File: src/rtl/word_aligner_pkg.sv
// Shared definitions for the bitslip word aligner: lane FSM states and default
// training pattern / lock thresholds.
package word_aligner_pkg;

    typedef enum logic [1:0] {
        ST_SEARCH  = 2'd0,
        ST_CONFIRM = 2'd1,
        ST_LOCKED  = 2'd2
    } lane_state_t;

    localparam logic [9:0] DEFAULT_PATTERN           = 10'b0001111111;
    localparam int         DEFAULT_MATCHES_FOR_LOCK  = 8;
    localparam int         DEFAULT_MISSES_FOR_UNLOCK = 4;

endpackage

File: src/rtl/word_aligner_lane.sv
// One aligner lane: previous-word register, barrel selection of the aligned
// word, and the SEARCH/CONFIRM/LOCKED training FSM with its counters.
module word_aligner_lane
    import word_aligner_pkg::*;
#(
    parameter int                    WORD_WIDTH        = 10,
    parameter logic [WORD_WIDTH-1:0] TRAINING_PATTERN  = DEFAULT_PATTERN,
    parameter int                    MATCHES_FOR_LOCK  = DEFAULT_MATCHES_FOR_LOCK,
    parameter int                    MISSES_FOR_UNLOCK = DEFAULT_MISSES_FOR_UNLOCK
) (
    input  logic                          clock,
    input  logic                          reset,
    input  logic                          i_valid,
    input  logic                          i_training,
    input  logic [WORD_WIDTH-1:0]         i_word,
    output logic [WORD_WIDTH-1:0]         o_word,
    output logic [$clog2(WORD_WIDTH)-1:0] o_offset,
    output logic                          o_locked,
    output logic                          o_wrapped,
    output logic [1:0]                    o_state
);

    localparam int OW  = $clog2(WORD_WIDTH);
    localparam int MCW = $clog2(MATCHES_FOR_LOCK + 1);
    localparam int XCW = $clog2(MISSES_FOR_UNLOCK + 1);
    localparam logic [OW-1:0]  OFFSET_MAX   = OW'(WORD_WIDTH - 1);
    localparam logic [MCW-1:0] MATCH_LIMIT  = MCW'(MATCHES_FOR_LOCK);
    localparam logic [XCW-1:0] MISS_LIMIT   = XCW'(MISSES_FOR_UNLOCK);

    logic [WORD_WIDTH-1:0] r_prev;
    logic [WORD_WIDTH-1:0] r_out;
    logic [OW-1:0]         r_offset;
    lane_state_t           r_state;
    logic [MCW-1:0]        r_match_count;
    logic [XCW-1:0]        r_miss_count;
    logic                  r_wrapped;

    logic [2*WORD_WIDTH-1:0] w_concat;
    logic [WORD_WIDTH-1:0]   w_aligned;
    logic                    w_match;
    logic                    w_wrap;
    logic [OW-1:0]           w_offset_next;
    logic [MCW-1:0]          w_match_next;
    logic [XCW-1:0]          w_miss_next;

    // The current word sits above the previous one; offset 0 selects the previous word.
    assign w_concat      = {i_word, r_prev};
    assign w_aligned     = w_concat[r_offset +: WORD_WIDTH];
    assign w_match       = (w_aligned == TRAINING_PATTERN);
    assign w_wrap        = (r_offset == OFFSET_MAX);
    assign w_offset_next = w_wrap ? '0 : r_offset + 1'b1;
    assign w_match_next  = (r_state == ST_CONFIRM) ? r_match_count + 1'b1 : MCW'(1);
    assign w_miss_next   = r_miss_count + 1'b1;

    always_ff @(posedge clock or negedge reset) begin
        if (!reset) begin
            r_prev        <= '0;
            r_out         <= '0;
            r_offset      <= '0;
            r_state       <= ST_SEARCH;
            r_match_count <= '0;
            r_miss_count  <= '0;
            r_wrapped     <= 1'b0;
        end else if (i_valid) begin
            r_prev <= i_word;
            r_out  <= w_aligned;
            if (i_training) begin
                case (r_state)
                    ST_SEARCH, ST_CONFIRM: begin
                        if (w_match) begin
                            if (w_match_next == MATCH_LIMIT) begin
                                r_state       <= ST_LOCKED;
                                r_match_count <= '0;
                                r_miss_count  <= '0;
                            end else begin
                                r_state       <= ST_CONFIRM;
                                r_match_count <= w_match_next;
                            end
                        end else begin
                            r_state       <= ST_SEARCH;
                            r_match_count <= '0;
                            r_offset      <= w_offset_next;
                            if (w_wrap) r_wrapped <= 1'b1;
                        end
                    end
                    ST_LOCKED: begin
                        if (w_match) begin
                            r_miss_count <= '0;
                        end else if (w_miss_next == MISS_LIMIT) begin
                            r_state       <= ST_SEARCH;
                            r_miss_count  <= '0;
                            r_match_count <= '0;
                            r_offset      <= w_offset_next;
                            if (w_wrap) r_wrapped <= 1'b1;
                        end else begin
                            r_miss_count <= w_miss_next;
                        end
                    end
                    default: r_state <= ST_SEARCH;
                endcase
            end
        end
    end

    assign o_word    = r_out;
    assign o_offset  = r_offset;
    assign o_locked  = (r_state == ST_LOCKED);
    assign o_wrapped = r_wrapped;
    assign o_state   = r_state;

endmodule

File: src/rtl/bitslip_word_aligner.sv
// Multi-lane bitslip word aligner: slices the lane buses, registers the shared
// valid and reduces the per-lane lock flags.
module bitslip_word_aligner
    import word_aligner_pkg::*;
#(
    parameter int                    WORD_WIDTH        = 10,
    parameter int                    CHANNELS          = 1,
    parameter logic [WORD_WIDTH-1:0] TRAINING_PATTERN  = DEFAULT_PATTERN,
    parameter int                    MATCHES_FOR_LOCK  = DEFAULT_MATCHES_FOR_LOCK,
    parameter int                    MISSES_FOR_UNLOCK = DEFAULT_MISSES_FOR_UNLOCK
) (
    input  logic                                   clock,
    input  logic                                   reset,
    input  logic [CHANNELS*WORD_WIDTH-1:0]         input_word,
    input  logic                                   input_valid,
    input  logic                                   training_enable,
    output logic [CHANNELS*WORD_WIDTH-1:0]         output_word,
    output logic                                   output_valid,
    output logic [CHANNELS*$clog2(WORD_WIDTH)-1:0] offset,
    output logic [CHANNELS-1:0]                    locked,
    output logic                                   all_locked,
    output logic [CHANNELS-1:0]                    search_wrapped,
    output logic [CHANNELS*2-1:0]                  debug_state
);

    localparam int OW = $clog2(WORD_WIDTH);

    logic r_output_valid;

    for (genvar g = 0; g < CHANNELS; g++) begin : g_lane
        word_aligner_lane #(
            .WORD_WIDTH       (WORD_WIDTH),
            .TRAINING_PATTERN (TRAINING_PATTERN),
            .MATCHES_FOR_LOCK (MATCHES_FOR_LOCK),
            .MISSES_FOR_UNLOCK(MISSES_FOR_UNLOCK)
        ) u_lane (
            .clock     (clock),
            .reset     (reset),
            .i_valid   (input_valid),
            .i_training(training_enable),
            .i_word    (input_word[g*WORD_WIDTH +: WORD_WIDTH]),
            .o_word    (output_word[g*WORD_WIDTH +: WORD_WIDTH]),
            .o_offset  (offset[g*OW +: OW]),
            .o_locked  (locked[g]),
            .o_wrapped (search_wrapped[g]),
            .o_state   (debug_state[g*2 +: 2])
        );
    end

    always_ff @(posedge clock or negedge reset) begin
        if (!reset) r_output_valid <= 1'b0;
        else        r_output_valid <= input_valid;
    end

    assign output_valid = r_output_valid;
    assign all_locked   = &locked;

endmodule
File: config.mk
export PLATFORM = sky130hd
export DESIGN_NAME = bitslip_word_aligner
export DESIGN_NICKNAME = d
export VERILOG_FILES = /design/src/rtl/word_aligner_pkg.sv /design/src/rtl/word_aligner_lane.sv /design/src/rtl/bitslip_word_aligner.sv
export SDC_FILE = /design/constraint.sdc
export NUM_CORES = 1
export LEC_CHECK = 0
export BUFFER_PORTS_ARGS = -buffer_cell sky130_fd_sc_hd__buf_2
export CORE_MARGIN = 2
export CORE_UTILIZATION = 25
export CTS_CLUSTER_SIZE = 25
export DETAILED_ROUTE_END_ITERATION = 6
export MAX_ROUTING_LAYER = met4
export PLACE_DENSITY_LB_ADDON = 0.12
export SYNTH_ARGS = -nofsm -noshare
export SYNTH_HDL_FRONTEND = slang
export SYNTH_SLANG_ARGS = --single-unit
File: constraint.sdc
create_clock -name clock -period 7.5 [get_ports clock]
set_clock_uncertainty 0.2 [all_clocks]
set_input_delay 1.5 -clock clock [delete_from_list [all_inputs] [get_ports clock]]
set_output_delay 1.5 -clock clock [all_outputs]
set_load 0.02 [all_outputs]
==> key figures <==
Cells and area
  • Area Growth Syn to Fin: 13.2%
  • Fillers: roughly 1000
  • Layout cells sized above 1: 29.1%
  • Post-Layout Inst Area: 2650 um^2
  • # nets final: approximately 270
  • Most frequent cells in the layout: dfrtp_1, buf_2, nor2_1
  • Commonest non-fill, non-tap cell in the layout: dfrtp_1
  • Inserted Diodes: 0

Setup path
  • Worst path slowest cell: or4_1
  • R2r worst-path depth: 7
  • Crit path buf inv count: 1
  • CP top delay family: multiplexers
  • Setup CP Type: input port to flop
  • Slowest stage delay, CP: ~0.80 ns
  • WP data required: about 7.5 ns
  • Startpoint Class: input port
  • FF-to-FF setup slack: roughly 3.7 ns
  • Worst Setup End Kind: flop
  • R2r endpoint: g_lane[0].u_lane.o_offset[1]$_DFFE_PN0P_
  • Crit-path max FO: 15
  • RR Startpoint: g_lane[0].u_lane.o_offset[1]$_DFFE_PN0P_
  • Crit path cell chain: buf_2 -> mux4_2 -> mux2_4 -> o32a_1 -> or4_1 -> nand3_2 -> mux2_2
  • Critical Path AT: around 4.1 ns

Min path
  • Worst Hold End: g_lane[0].u_lane.o_wrapped$_DFFE_PN0P_
  • Hold Crit Start: g_lane[0].u_lane.o_wrapped$_DFFE_PN0P_
  • Worst hold-check path type: flop to flop
  • Worst hold path cell count: 2

Drt
  • Starting DRT DRC Count: 44
  • Remaining DRCs: 0
  • DR WL/cell: 15.8 um
  • Drt pass-1 iters: 4
  • Vias: about 1800
  • Drt total wl: approximately 5700 um
  • Via-to-Cell Ratio: slightly below 5
  • Antenna violation net count after detailed routing: 0

Yosys
  • Async SR Flop Fraction: 100%
  • Mean post-synth cell area: approximately 10 um^2
  • Syn Std Cell Area: around 2300 um^2
  • Ys flop type: dfrtp_1
  • Post-synthesis sequential area ratio: between 30 and 40%
  • Post-synth net total: between 200 and 250
  • Synth warn: 0
  • Post-synthesis cell count: about 230
  • Netlist cell types: between 50 and 60
  • Number of enable flip-flop cells after synthesis: 0
  • #FFs+latches synth: 35

Timing
  • Final Hold Viols: 0
  • RSZ-0062 raised after global routing: false
  • Final setup TNS: 0 ns
  • Slew @ Worst Pin: 1.02 ns
  • Hold_ws: 0.277 ns
  • Count of final setup violators: 0
  • Peak Freq: between 200 and 250 MHz
  • Slew margin rel.: 32.1%
  • Max-slew violation count: 0
  • Period minus WS final: around 4.1 ns
  • Worst setup margin: around 3.4 ns
  • Final Cycle Share: 55.1%

Global route
  • Gr busiest metal: met2
  • Total gr overflow: 0
  • Grt met3 use: 2.84%
  • Initial antenna violation count: 0
  • GRT Total Usage: between 10% and 20%
  • First-pass GRT wire length: about 9400 um
  • Vias in the first global route: 1804
  • GRT met2 Usage: 18.9%
  • Met1 Usage GRT: between 15 and 20%
  • Largest net degree at the start of global routing: 36

Placement
  • RePlAce Congestion: 0.753
  • Placed cell area: 2570 um^2
  • Pre-CTS setup slack: ~3 ns
  • Port bufs: 33
  • Dpl hpwl: around 4100 um

CTS
  • Htree depth: 2
  • CTS root buf: clkbuf_8
  • CTS Sinks: 35
  • Clk buf depth: 2
  • CTS tree: yes
  • Clock Latency Late Sink: approximately 0.29 ns
  • Hold_buf cts: 0
  • Postcts setup bufs: 0
  • Worst-path clk slew: roughly 0.080 ns
  • CTS buffer count: 5
  • Resize count post-CTS: 0

Pwr
  • Total power: roughly 0.94 mW
  • Peak VDD IR: 95.2 uV
  • Pwr per Cell Area: between 300 and 400 nW/um^2
  • Leakage power: roughly 1.1 nW

Floorplan
  • Die ar.: 10200 um^2
  • Starting Density: 25.6%
  • # rows: 35
  • Die Y: a little over 100 um
  • Core ar.: around 9200 um^2
  • Io pins: 34
  • Die width: 101 um

Outcome
  • Status: finished clean

Job
  • Max-cap violation count: 0
## worst register-to-register path, cell delays in order, from the launching register on
cell and delay [ns]:
dfrtp_1 1.02, nor2_1 0.12, a22o_1 0.27, or3_1 0.38, o32a_1 0.33, or4_1 0.80, nand3_2 0.22, mux2_2 0.34
## flip-flops by register name, indices dropped and copies added, names as in the netlist
name                         cells
g_lane.u_lane.o_offset           4
g_lane.u_lane.o_state            2
g_lane.u_lane.o_word            10
g_lane.u_lane.o_wrapped          1
g_lane.u_lane.r_match_count      4
g_lane.u_lane.r_miss_count       3
g_lane.u_lane.r_prev            10
output_valid                     1
## logic make-up (layout without fill, tap and decap cells)
group                      after synthesis  after routing  share of synthesized area, %
buffers and inverters                   28             54                          5.61
and+or+nand+nor                         62             62                          13.0
adders and majority gates                4              4                          2.14
muxes                                   44             44                          26.1
AOI/OAI and AO/OA                       48             48                          14.3
DFF                                     35             35                          37.4
xor gates and xnor gates                 4              4                          1.50
## Yosys cell counts, types with 2 or more instances
cell type | number | area, um^2
dfrtp_1 | 35 | 876
nor2_1 | 22 | 82.6
mux2_2 | 16 | 180
mux2i_1 | 16 | 160
nand2_1 | 15 | 56.3
inv_1 | 11 | 41.3
mux4_2 | 9 | 203
o21ai_0 | 9 | 45.0
a21oi_1 | 8 | 40.0
buf_2 | 6 | 30.0
clkbuf_1 | 6 | 22.5
nand2b_1 | 5 | 31.3
nor2b_1 | 5 | 31.3
a32oi_1 | 4 | 35.0
ha_1 | 4 | 50.1
a211o_1 | 3 | 26.3
a32o_1 | 3 | 30.0
nand3_1 | 3 | 15.0
o21ai_1 | 3 | 15.0
o22ai_1 | 3 | 18.8
a22o_1 | 2 | 17.5
a2bb2oi_1 | 2 | 17.5
a31o_2 | 2 | 17.5
buf_6 | 2 | 22.5
mux4_1 | 2 | 52.6
nand4_1 | 2 | 12.5
xnor2_1 | 2 | 17.5
xor2_1 | 2 | 17.5
## cell type report
| class | instances | area, um^2 | share of cell area (%) |
|---|---|---|---|
| clock buffer | 5 | 68.8 | 2.60 |
| clock inverter | 3 | 15.0 | 0.566 |
| inverter | 12 | 45.0 | 1.70 |
| multi-input combinational | 162 | 1340 | 50.4 |
| sequential | 35 | 876 | 33.0 |
| tap | 111 | 139 | 5.24 |
| timing repair buffer | 34 | 173 | 6.51 |
## stage by stage
stage / std cells / utilization (%)
after floorplan: 225 / -
after global placement: 354 / 28.1
after detailed placement: 354 / 28.1
after CTS: 362 / 29.0
after global routing: 362 / 29.0
final: 362 / 29.0
## layer usage
layer	vias to the layer above	part of all wire (%)
li1	878	-
met1	862	50
met2	34	45
met3	5	4.2
met4	0	0.84
met5	-	0
## how the worst max path moves through the flow
| stage | from | to | cells after the start |
|---|---|---|---|
| 3_5_place_dp | input_word[7] | g_lane[0].u_lane.o_offset[1]$_DFFE_PN0P_ | 7 |
| 4_1_cts | input_word[7] | g_lane[0].u_lane.o_offset[1]$_DFFE_PN0P_ | 7 |
| 3_3_place_gp | input_word[7] | g_lane[0].u_lane.o_offset[1]$_DFFE_PN0P_ | 7 |
| 2_1_floorplan | input_word[8] | g_lane[0].u_lane.o_offset[1]$_DFFE_PN0P_ | 7 |
| 5_1_grt | input_word[7] | g_lane[0].u_lane.o_offset[1]$_DFFE_PN0P_ | 7 |
| 6_report | input_word[7] | g_lane[0].u_lane.o_offset[1]$_DFFE_PN0P_ | 7 |
## report_power, final
group	total [mW]	switching, mW	internal [mW]	leakage (nW)
sequential	0.323	0.0819	0.241	0.414
clock	0.137	0.0735	0.0637	0.0477
combinational	0.485	0.259	0.226	0.669
total	0.944	0.414	0.530	1.13
Note: power is estimated with default switching activity, not from simulation.
